==> src/rtl/fip_pkg.sv <==
// rtl/fip_pkg.sv - shared Q-format types, limits and helpers for the fixed-point divider
package fip_pkg;

  localparam int INT_BITS  = 16;
  localparam int FRAC_BITS = 16;

  typedef logic signed [31:0] fip_t;

  localparam fip_t FIP_MAX = 32'sh7FFF_FFFF;
  localparam fip_t FIP_MIN = 32'sh8000_0000;

  typedef enum logic [1:0] {
    IDLE = 2'd0,
    CALC = 2'd1,
    DONE = 2'd2
  } div_state_t;

  // 33-bit magnitude so that the most negative value maps to +2^31 exactly
  function automatic logic [32:0] fip_mag(input fip_t v);
    logic [32:0] x;
    x = {v[31], v};
    return v[31] ? (~x + 33'd1) : x;
  endfunction

endpackage

==> src/rtl/fip_32_seq_div_if.sv <==
// rtl/fip_32_seq_div_if.sv - operand/result handshake bundle of the sequential divider
interface fip_32_seq_div_if;
  import fip_pkg::*;

  logic in_valid;
  logic in_ready;
  fip_t dividend;
  fip_t divisor;
  logic out_valid;
  logic out_ready;
  fip_t quotient;
  logic overflow;
  logic underflow;
  logic busy;

  modport master (
    output in_valid, dividend, divisor, out_ready,
    input  in_ready, out_valid, quotient, overflow, underflow, busy
  );

  modport slave (
    input  in_valid, dividend, divisor, out_ready,
    output in_ready, out_valid, quotient, overflow, underflow, busy
  );

endinterface

==> src/rtl/fip_div_step.sv <==
// rtl/fip_div_step.sv - one combinational restoring-division step
module fip_div_step #(
  parameter int W = 33
) (
  input  logic [W-1:0] rem_in,
  input  logic         num_bit,
  input  logic [W-1:0] dvs,
  output logic [W-1:0] rem_out,
  output logic         q_bit
);

  logic [W:0]   trial;
  logic [W-1:0] diff;

  // rem_in < dvs keeps every kept difference inside W bits, so modular subtract is exact
  always_comb begin
    trial   = {rem_in, num_bit};
    diff    = trial[W-1:0] - dvs;
    q_bit   = (trial >= {1'b0, dvs});
    rem_out = q_bit ? diff : trial[W-1:0];
  end

endmodule

==> src/rtl/fip_32_seq_div.sv <==
// rtl/fip_32_seq_div.sv - signed Q16.16 sequential divider, one quotient bit per cycle
module fip_32_seq_div #(
  parameter int INT_BITS  = fip_pkg::INT_BITS,
  parameter int FRAC_BITS = fip_pkg::FRAC_BITS
) (
  input  logic            clk,
  input  logic            reset,
  fip_32_seq_div_if.slave bus
);
  import fip_pkg::*;

  // numerator is |dividend| << FRAC_BITS, i.e. 32 + FRAC_BITS bits wide
  localparam int NUM_W = INT_BITS + 2 * FRAC_BITS;
  localparam int CNT_W = $clog2(NUM_W);
  localparam logic [CNT_W-1:0] LAST_CNT = CNT_W'(NUM_W - 1);
  localparam logic [NUM_W-1:0] POS_LIM  = NUM_W'($unsigned(FIP_MAX));
  localparam logic [NUM_W-1:0] NEG_LIM  = NUM_W'($unsigned(FIP_MIN));

  div_state_t       state, state_n;
  logic [CNT_W-1:0] cnt;
  logic [NUM_W-1:0] nq;
  logic [32:0]      rem;
  logic [32:0]      dvs;
  logic             sign;
  fip_t             quotient_r;
  logic             overflow_r;
  logic             underflow_r;

  logic             div_zero;
  logic [32:0]      dvd_mag;
  logic [32:0]      dvs_mag;
  logic [32:0]      rem_n;
  logic             q_bit;
  logic [NUM_W-1:0] mag;
  fip_t             res_q;
  logic             res_ovf;

  assign div_zero = (bus.divisor == '0);
  assign dvd_mag  = fip_mag(bus.dividend);
  assign dvs_mag  = fip_mag(bus.divisor);

  fip_div_step #(.W(33)) u_step (
    .rem_in  (rem),
    .num_bit (nq[NUM_W-1]),
    .dvs     (dvs),
    .rem_out (rem_n),
    .q_bit   (q_bit)
  );

  // nq shifts numerator bits out of the top while quotient bits enter at the bottom
  assign mag = {nq[NUM_W-2:0], q_bit};

  always_comb begin
    res_q   = '0;
    res_ovf = 1'b0;
    if (!sign) begin
      if (mag > POS_LIM) begin
        res_q   = FIP_MAX;
        res_ovf = 1'b1;
      end else begin
        res_q = fip_t'(mag[31:0]);
      end
    end else begin
      if (mag > NEG_LIM) begin
        res_q   = FIP_MIN;
        res_ovf = 1'b1;
      end else begin
        res_q = fip_t'(~mag[31:0] + 32'd1);
      end
    end
  end

  always_ff @(posedge clk or posedge reset) begin
    if (reset) state <= IDLE;
    else       state <= state_n;
  end

  always_comb begin
    state_n       = state;
    bus.in_ready  = 1'b0;
    bus.out_valid = 1'b0;
    bus.busy      = 1'b1;
    case (state)
      IDLE: begin
        bus.in_ready = 1'b1;
        bus.busy     = 1'b0;
        if (bus.in_valid) state_n = div_zero ? DONE : CALC;
      end
      CALC: begin
        if (cnt == LAST_CNT) state_n = DONE;
      end
      DONE: begin
        bus.out_valid = 1'b1;
        if (bus.out_ready) state_n = IDLE;
      end
      default: state_n = IDLE;
    endcase
  end

  always_ff @(posedge clk or posedge reset) begin
    if (reset) begin
      cnt         <= '0;
      nq          <= '0;
      rem         <= '0;
      dvs         <= '0;
      sign        <= 1'b0;
      quotient_r  <= '0;
      overflow_r  <= 1'b0;
      underflow_r <= 1'b0;
    end else begin
      case (state)
        IDLE: begin
          if (bus.in_valid) begin
            sign        <= bus.dividend[31] ^ bus.divisor[31];
            dvs         <= dvs_mag;
            nq          <= NUM_W'({dvd_mag, {FRAC_BITS{1'b0}}});
            rem         <= '0;
            cnt         <= '0;
            quotient_r  <= '0;
            overflow_r  <= 1'b0;
            underflow_r <= div_zero;
          end
        end
        CALC: begin
          rem <= rem_n;
          nq  <= mag;
          cnt <= cnt + 1'b1;
          if (cnt == LAST_CNT) begin
            quotient_r <= res_q;
            overflow_r <= res_ovf;
          end
        end
        default: ;
      endcase
    end
  end

  assign bus.quotient  = quotient_r;
  assign bus.overflow  = overflow_r;
  assign bus.underflow = underflow_r;

endmodule

==> src/flat_wrapper.sv <==
// flat-port wrapper written by rule: the top's interface ports become plain ports
module fip_32_seq_div_flat import fip_pkg::*;
#(
  parameter int INT_BITS  = fip_pkg::INT_BITS,
  parameter int FRAC_BITS = fip_pkg::FRAC_BITS
)
  (clk, reset, bus_in_valid, bus_dividend, bus_divisor, bus_out_ready, bus_in_ready, bus_out_valid, bus_quotient, bus_overflow, bus_underflow, bus_busy);
  fip_32_seq_div_if bus_i ();
  input  logic clk;
  input  logic reset;
  input wire logic [$bits(bus_i.in_valid)-1:0] bus_in_valid;
  input wire logic [$bits(bus_i.dividend)-1:0] bus_dividend;
  input wire logic [$bits(bus_i.divisor)-1:0] bus_divisor;
  input wire logic [$bits(bus_i.out_ready)-1:0] bus_out_ready;
  output wire logic [$bits(bus_i.in_ready)-1:0] bus_in_ready;
  output wire logic [$bits(bus_i.out_valid)-1:0] bus_out_valid;
  output wire logic [$bits(bus_i.quotient)-1:0] bus_quotient;
  output wire logic [$bits(bus_i.overflow)-1:0] bus_overflow;
  output wire logic [$bits(bus_i.underflow)-1:0] bus_underflow;
  output wire logic [$bits(bus_i.busy)-1:0] bus_busy;
  assign bus_i.in_valid = bus_in_valid;
  assign bus_i.dividend = bus_dividend;
  assign bus_i.divisor = bus_divisor;
  assign bus_i.out_ready = bus_out_ready;
  assign bus_in_ready = bus_i.in_ready;
  assign bus_out_valid = bus_i.out_valid;
  assign bus_quotient = bus_i.quotient;
  assign bus_overflow = bus_i.overflow;
  assign bus_underflow = bus_i.underflow;
  assign bus_busy = bus_i.busy;
  fip_32_seq_div #(.INT_BITS(INT_BITS), .FRAC_BITS(FRAC_BITS)) u_core (.clk(clk), .reset(reset), .bus(bus_i));
endmodule
==> config.mk <==
export PLATFORM = sky130hd
export DESIGN_NAME = fip_32_seq_div_flat
export DESIGN_NICKNAME = d
export VERILOG_FILES = /design/src/rtl/fip_pkg.sv /design/src/rtl/fip_32_seq_div_if.sv /design/src/rtl/fip_div_step.sv /design/src/rtl/fip_32_seq_div.sv /design/src/flat_wrapper.sv
export SDC_FILE = /design/constraint.sdc
export NUM_CORES = 1
export LEC_CHECK = 0
export BUFFER_PORTS_ARGS = -buffer_cell sky130_fd_sc_hd__buf_4
export CORE_ASPECT_RATIO = 0.8
export CORE_MARGIN = 3
export CORE_UTILIZATION = 40
export CTS_CLUSTER_DIAMETER = 100
export CTS_CLUSTER_SIZE = 28
export DETAILED_ROUTE_END_ITERATION = 12
export GPL_TIMING_DRIVEN = 0
export PLACE_DENSITY_LB_ADDON = 0.12
export SYNTH_ARGS = -nofsm -noshare
export SYNTH_HDL_FRONTEND = slang
export SYNTH_HIERARCHICAL = 1
export SYNTH_SLANG_ARGS = --single-unit
==> constraint.sdc <==
create_clock -name clk -period 11.1 [get_ports clk]
set_input_delay 1.11 -clock clk [delete_from_list [all_inputs] [get_ports clk]]
set_output_delay 1.11 -clock clk [all_outputs]
set_load 0.02 [all_outputs]
==> flow_metrics.tcl, run 1 <==
set metrics [dict create \
    fin_cells 1718 \
    die-area_um2 28400 \
    htree_num_levels 4 \
    die_height_um 151 \
    drt-pass1-iter-count 5 \
    hp-class "reg -> reg" \
    final_util_pct 48.2 \
    fin_crit_ns 5.39 \
    ys_async_sr_fraction_pct 100 \
    cts.hold.buffers_added 0 \
    p_total_mw 3.94 \
    ys.flop_type "dfrtp_1" \
    io_pins 105 \
    rows 52 \
    ys_seq_elements 157 \
    start_util_pct 41.1 \
    place.gp.congestion 0.894 \
    grt_max_degree 120 \
    relSlewSlack_pct 31.2 \
    crit_top_cell "inv_1" \
    drtIter0Drc 855 \
    synth_area_um2 10500 \
    dpl.cell_count 1687 \
    finalHoldViolations 0 \
    slowest_delay_ns 0.51 \
    worstPathMaxFanout 10 \
    clk_pin_slew_worst_paths_ns 0.07 \
    diodes 0 \
    post-cts-setup-buffers 0 \
    seq_area_frac_synth_pct 37.3 \
    clock_latency_ns 0.44 \
    setup-violations-final 0 \
    powerDensity_nw_per_um2 318 \
    multiInputGateArea_um2 6000 \
    via_count 9657 \
    cp_data_required_time_ns 11.41 \
    cp-end-kind "flip-flop" \
    wl_mm 31.0 \
    n_fill_cell 2561 \
    gr-usage-all-layers_pct 21.8 \
    synth_edf_count 0 \
    vias_per_cell 5.62 \
    rsz0062_at_grt "no" \
    nets 1461 \
    antenna_found_initial 0 \
    max_freq_ghz 0.185 \
    cts_tree "done" \
    clock_path_buffers 2 \
    fp.dieW_um 188 \
    avgSynthCellArea_um2 8.56 \
    wl_per_cell_um 18.0 \
    p_leak_nw 5.47 \
    hpwl_mm 23.4 \
    postRouteAntennaNets 0 \
    crit_chain "inv_1 -> ha_1 -> inv_1 -> fa_1 -> a21o_1 -> a221oi_2 -> o21ai_2 -> a21boi_2 -> o31ai_2 -> a21oi_2 -> buf_6 -> buf_6 -> inv_1 -> inv_1 -> ha_1 -> or3b_2 -> nor4_4 -> and2_2 -> clkbuf_1 -> a31oi_1 -> o21ai_0 -> o21ai_0" \
    cts_buffers 17 \
    cap_violations 0 \
    crit_slowest_cell "or3b_2" \
    drc_errors 0 \
    globalRouteOverflowTotal 0 \
    worst_slack_ns 5.71 \
    period_share_pct 48.6 \
    arrival_ns 5.70 \
    ir_drop_v 0.000156 \
    criticalPathCategory "reg -> reg" \
    fin_setup_tns_ns 0 \
    portBuffers 103 \
    coreArea_um2 25600 \
    yosysUniqueCellTypes 85 \
    worstMarginPinSlew_ns 1.03 \
    hold_ws_ns 0.482 \
    stdcell_area_um2 12400 \
    crit_path_start_kind "flip-flop" \
    clock-root-buffer "clkbuf_16" \
    final-max-slew-violation-count 0 \
    area_delta_synth_final_pct 17.3 \
    grt_pass1_vias 8926 \
    cts.sinks 157 \
    drive_gt1_share_pct 14.4 \
    status "finished, final reports clean" \
    netlist_instances 1232 \
    yosysWarnings 6 \
    placed_area_um2 11800 \
    dp_slack_ns 5.79 \
    skew_ns 0.0143 \
    grt_pass1_wl_mm 49.5 \
    syn_nets 1338 \
    layout.area.seq_um2 3930 \
    cts_resized 0 \
]
worst max-delay path, delay by kind of cell (launching register included):
| family | cells | cell delay [ns] |
|---|---|---|
| compound gates | 9 | 2.01 |
| simple gates | 3 | 1.17 |
| buf+inv | 7 | 0.93 |
| fa+ha+maj | 3 | 0.72 |
| flops | 1 | 0.40 |
cells by family after synthesis:
logic type | share of synthesized area (%)
AND/OR/NAND/NOR | 16.3
flip-flops | 37.3
XOR/XNOR | 8.06
AO/OA/AOI/OAI | 27.6
buffers and inverters | 5.81
multiplexers | 0.344
adder cells (fa/ha/maj) | 4.58
path summary, 6_finish.rpt:
check | slack (ns) | start | cells after the start | to
worst min register to register | 0.48 | u_core/dvs[22]$_DFFE_PP0P_ | 2 | u_core/dvs[22]$_DFFE_PP0P_
worst min-delay path | 0.48 | u_core/dvs[22]$_DFFE_PP0P_ | 2 | u_core/dvs[22]$_DFFE_PP0P_
max in group asynchronous | 9.50 | reset | 3 | u_core/dvs[24]$_DFFE_PP0P_
worst max-delay path | 5.71 | u_core/nq[47]$_DFFE_PP0P_ | 22 | u_core/bus.quotient[30]$_DFFE_PP0P_
worst max register to register | 5.71 | u_core/nq[47]$_DFFE_PP0P_ | 22 | u_core/bus.quotient[30]$_DFFE_PP0P_
min in group asynchronous | 0.64 | reset | 2 | u_core/bus.quotient[3]$_DFFE_PP0P_
layout by cell type (no fill, tap or decap), drive strengths merged, types with 4 or more instances in the layout:
master and instances:
nor2b 5, a22oi 15, o21a 6, a31oi 14, o31ai 26, clkinv 5, nand2b 6, nand4 16
o211ai 9, dfrtp 157, or4 10, a21o 14, and3 11, o21ai 165, ha 37, o31a 4
o311ai 4, nor4 19, o41ai 11, xnor2 34, inv 66, nor2 65, or3 9, o21bai 6
a21oi 66, nand2 168, xor2 63, and2 5, nand3 14, a211oi 4, clkbuf 77, a22o 48
nor3 16, buf 122, o22ai 28
sequential cells by signal (all words and copies together) (netlist names):
| signal | cells |
|---|---|
| u_core/cnt | 6 |
| u_core/dvs | 33 |
| u_core/state | 2 |
| u_core/bus.underflow | 1 |
| u_core/bus.overflow | 1 |
| u_core/sign | 1 |
| u_core/nq | 48 |
| u_core/bus.quotient | 32 |
| u_core/rem | 33 |
layout make-up:
| cell class | instances | share of cell area [%] |
|---|---|---|
| tap | 351 | 3.55 |
| inverter | 62 | 1.94 |
| buffer | 77 | 3.08 |
| timing repair buffer | 104 | 6.48 |
| clock inverter | 13 | 1.08 |
| multi-input combinational | 936 | 48.6 |
| clock buffer | 18 | 3.55 |
| sequential | 157 | 31.8 |
metal layers:
metal	vias to the layer above	wire [um]	GRT usage, %
li1	4723	-	-
met1	4619	16600	35.3
met2	298	12300	30.3
met3	17	1740	3.10
met4	0	290	4.54
met5	-	0	0
cell usage after synthesis (5+ instances only):
cell | n | area [um^2]
a31oi_1 | 14 | 87.6
nand4_1 | 16 | 100
or3_1 | 7 | 43.8
xor2_1 | 63 | 552
o211ai_1 | 9 | 67.6
inv_1 | 61 | 229
a22o_1 | 47 | 412
nor3_1 | 15 | 75.1
o31ai_1 | 23 | 173
a22oi_1 | 15 | 113
a21o_1 | 14 | 105
buf_6 | 8 | 90.1
clkbuf_1 | 54 | 203
dfrtp_1 | 157 | 3930
nand2_1 | 168 | 631
o22ai_1 | 28 | 175
o21ai_0 | 109 | 546
nand3_1 | 13 | 65.1
o41ai_1 | 10 | 87.6
nand2b_1 | 6 | 37.5
o21ai_1 | 53 | 265
or4_1 | 8 | 60.1
and3_1 | 8 | 50.1
buf_2 | 7 | 35.0
xnor2_1 | 34 | 298
o21a_1 | 6 | 45.0
o21bai_1 | 6 | 45.0
a21oi_1 | 64 | 320
nor4_1 | 15 | 93.8
nor2b_1 | 5 | 31.3
ha_1 | 37 | 463
nor2_1 | 65 | 244
power breakdown:
part | leakage (nW) | switching [mW] | total, mW | internal, mW
clock network | 0.272 | 0.264 | 0.583 | 0.319
registers | 2.02 | 0.191 | 0.968 | 0.778
logic | 3.18 | 1.43 | 2.39 | 0.955
Note: power is estimated with default switching activity, not from simulation.
==> run 2: changes to the inputs <==
- ABC_AREA: not set -> 1
- clock period: 11.1 -> 5.11 ns (I/O delays scaled with it)
==> run 2 against run 1 <==
Critical endpoint is now u_core/bus.quotient[20]$_DFFE_PP0P_. Global-route usage is 2.8 points higher. Critical path depth is 2 lower. Via count increased by 36%. Critical path type unchanged. Synthesized cell count up 64%. Worst hold slack lost 0.42 ns. Core utilization shrank 0.93 points.
==> flow_metrics.tcl, run 2 <==
set metrics [dict create \
    synth_simple_gate_area_share_pct 42.1 \
    ir_drop_v 0.000290 \
    drtIter0Drc 1199 \
    clock-root-buffer "clkbuf_16" \
    place.gp.congestion 0.923 \
    criticalPathCategory "reg -> reg" \
    syn_nets 2122 \
    avgSynthCellArea_um2 6.30 \
    final-max-slew-violation-count 0 \
    worst_slack_ns 1.02 \
    io_pins 105 \
    postRouteAntennaNets 0 \
    synth-compound-area-share_pct 10.1 \
    final_util_pct 47.3 \
    final_common_cell "nand2_1" \
    hpwl_mm 33.4 \
    die-area_um2 33900 \
    portBuffers 103 \
    cts_buffers 17 \
    fp.dieW_um 205 \
    cts_tree "done" \
    fin_cells 2565 \
    wl_mm 41.6 \
    drt-pass1-iter-count 6 \
    area_delta_synth_final_pct 14.8 \
    yosys-top-cells-area "dfrtp_1 31%, nand2_1 21%, inv_1 8.3%, nand3_1 7.4%, nor2_1 5.6%" \
    synth_top_cell_area_share_pct 30.9 \
    worstPathMaxFanout 11 \
    synth_edf_count 0 \
    grt_pass1_wl_mm 66.1 \
    clock_latency_ns 0.43 \
    max_freq_ghz 0.245 \
    period_share_pct 80.0 \
    p_leak_nw 7.88 \
    cp_data_required_time_ns 5.40 \
    regMostFlops "u_core/nq" \
    dp_slack_ns 1.14 \
    drive_gt1_share_pct 11.3 \
    crit_path_start_kind "flip-flop" \
    arrival_ns 4.38 \
    gr-usage-all-layers_pct 24.6 \
    synthAdderAreaFrac_pct 3.80 \
    rsz0062_at_grt "no" \
    rows 57 \
    multiInputGateArea_um2 7390 \
    synth_area_um2 12700 \
    cts_resized 0 \
    seq_area_frac_synth_pct 30.9 \
    wl_per_cell_um 16.2 \
    htree_num_levels 4 \
    die_height_um 165 \
    reg_top3 "u_core/nq (48), u_core/dvs (33), u_core/rem (33)" \
    netlist_instances 2016 \
    diodes 0 \
    slowest_delay_ns 0.43 \
    globalRouteOverflowTotal 0 \
    clk_pin_slew_worst_paths_ns 0.07 \
    coreArea_um2 30800 \
    n_fill_cell 3325 \
    ys.flop_type "dfrtp_1" \
    cts.sinks 157 \
    skew_ns 0.0100 \
    synth_top_family_by_area "simple AND/OR/NAND/NOR gates" \
    drc_errors 0 \
    ys_seq_elements 157 \
    cts.hold.buffers_added 0 \
    clock_path_buffers 2 \
    yosysMostFrequentCell "nand2_1" \
    ys_async_sr_fraction_pct 100 \
    via_count 13200 \
    cap_violations 0 \
    antenna_found_initial 0 \
    grt_max_degree 114 \
    crit_slowest_cell "fa_1" \
    synth_top_cell_by_area "dfrtp_1" \
    p_total_mw 9.65 \
    synthMuxAreaShare_pct 0 \
    synth_xor_area_share_pct 2.21 \
    worstMarginPinSlew_ns 0.774 \
    yosysWarnings 6 \
    fin_setup_tns_ns 0 \
    dpl.cell_count 2533 \
    powerDensity_nw_per_um2 662 \
    nets 2245 \
    most-common-layout-cells "702 x nand2_1, 279 x inv_1, 189 x nor2_1, 188 x nand3_1, 157 x dfrtp_1" \
    yosysUniqueCellTypes 48 \
    fin_crit_ns 4.09 \
    layout.area.seq_um2 3930 \
    post-cts-setup-buffers 0 \
    synth_common_cells "702 x nand2_1, 280 x inv_1, 189 x nor2_1" \
    grt_pass1_vias 11900 \
    setup-violations-final 0 \
    crit_chain "inv_1 -> ha_1 -> inv_1 -> fa_1 -> nand3_1 -> nand3_2 -> nand2_1 -> nand2_2 -> nand2_4 -> nand2_8 -> buf_6 -> inv_1 -> ha_1 -> nand2_2 -> nor2_1 -> nand3_1 -> nand2_1 -> nand3_1 -> o21ai_0 -> o21ai_0" \
    relSlewSlack_pct 48.4 \
    largest_reg_flops 48 \
    cp-end-kind "flip-flop" \
    finalHoldViolations 0 \
    vias_per_cell 5.14 \
    hp-class "in -> async" \
    start_util_pct 41.2 \
    status "finished, final reports clean" \
]
-- run 2: cell count changes after synthesis, sizes merged, moves of 31 or more --
cell,before,now
nand2,168,736
inv,61,285
nand3,14,205
o21ai,165,101
xor2,63,29
nor2,65,209
xnor2,34,3
-- run 2: per-stage QoR --
stage	hold slack [ns]	cell area [um^2]
finish	0.0574	14600
global route	0.0707	14600
CTS	0.0605	14600
detailed placement	0.466	14000
global placement	0.455	14000
floorplan	0.434	12700
-- run 2: cells by family (layout without fill, tap and decap cells) --
kind of cell / Yosys count / in the layout
AOI/OAI and AO/OA: 215 / 215
xor gates and xnor gates: 32 / 32
adders and majority gates: 38 / 38
buffers and inverters: 348 / 484
DFF: 157 / 157
and+or+nand+nor: 1226 / 1226
-- run 2: worst max-delay path, delay by kind of cell (launching register included) --
family          cells  cell delay [ns]
fa+ha+maj           3             0.89
buf+inv             4             0.61
compound gates      2             0.58
simple gates       11             1.47
flops               1             0.38
-- run 2: layout make-up --
type | instances | share of cell area [%]
multi-input cells | 1511 | 50.7
flip-flops and latches | 157 | 27.0
clock buffers | 17 | 2.92
inverters | 287 | 7.48
repair buffers | 104 | 5.49
clock inverters | 15 | 0.867
well taps | 413 | 3.55
plain buffers | 61 | 2.07
-- run 2: report_power, final --
| part | internal [mW] | switching, mW | total (mW) | leakage (nW) |
|---|---|---|---|---|
| Clock | 0.637 | 0.570 | 1.21 | 0.264 |
| Combinational | 2.10 | 4.30 | 6.40 | 5.57 |
| Sequential | 1.68 | 0.362 | 2.04 | 2.04 |
| Total | 4.42 | 5.23 | 9.65 | 7.88 |
-- run 2: final timing paths --
kind / from / end / slack (ns) / cells past startpoint
hold / removal: reset / u_core/bus.quotient[16]$_DFFE_PP0P_ / 0.06 / 2
setup reg to reg: u_core/nq[47]$_DFFE_PP0P_ / u_core/bus.quotient[20]$_DFFE_PP0P_ / 1.02 / 20
min in group clk: bus_divisor[1] / u_core/dvs[1]$_DFFE_PP0P_ / 0.38 / 3
max in group asynchronous: reset / u_core/dvs[1]$_DFFE_PP0P_ / 4.18 / 3
hold reg to reg: u_core/dvs[20]$_DFFE_PP0P_ / u_core/dvs[20]$_DFFE_PP0P_ / 0.48 / 2
setup / recovery: u_core/nq[47]$_DFFE_PP0P_ / u_core/bus.quotient[20]$_DFFE_PP0P_ / 1.02 / 20
-- run 2: metal layers --
metal	routed length, um	vias up	global-route usage [%]
met2	16300	401	33.6
li1	-	6637	-
met5	0	-	0
met4	403	0	4.16
met3	2610	20	3.47
met1	22300	6123	40.7
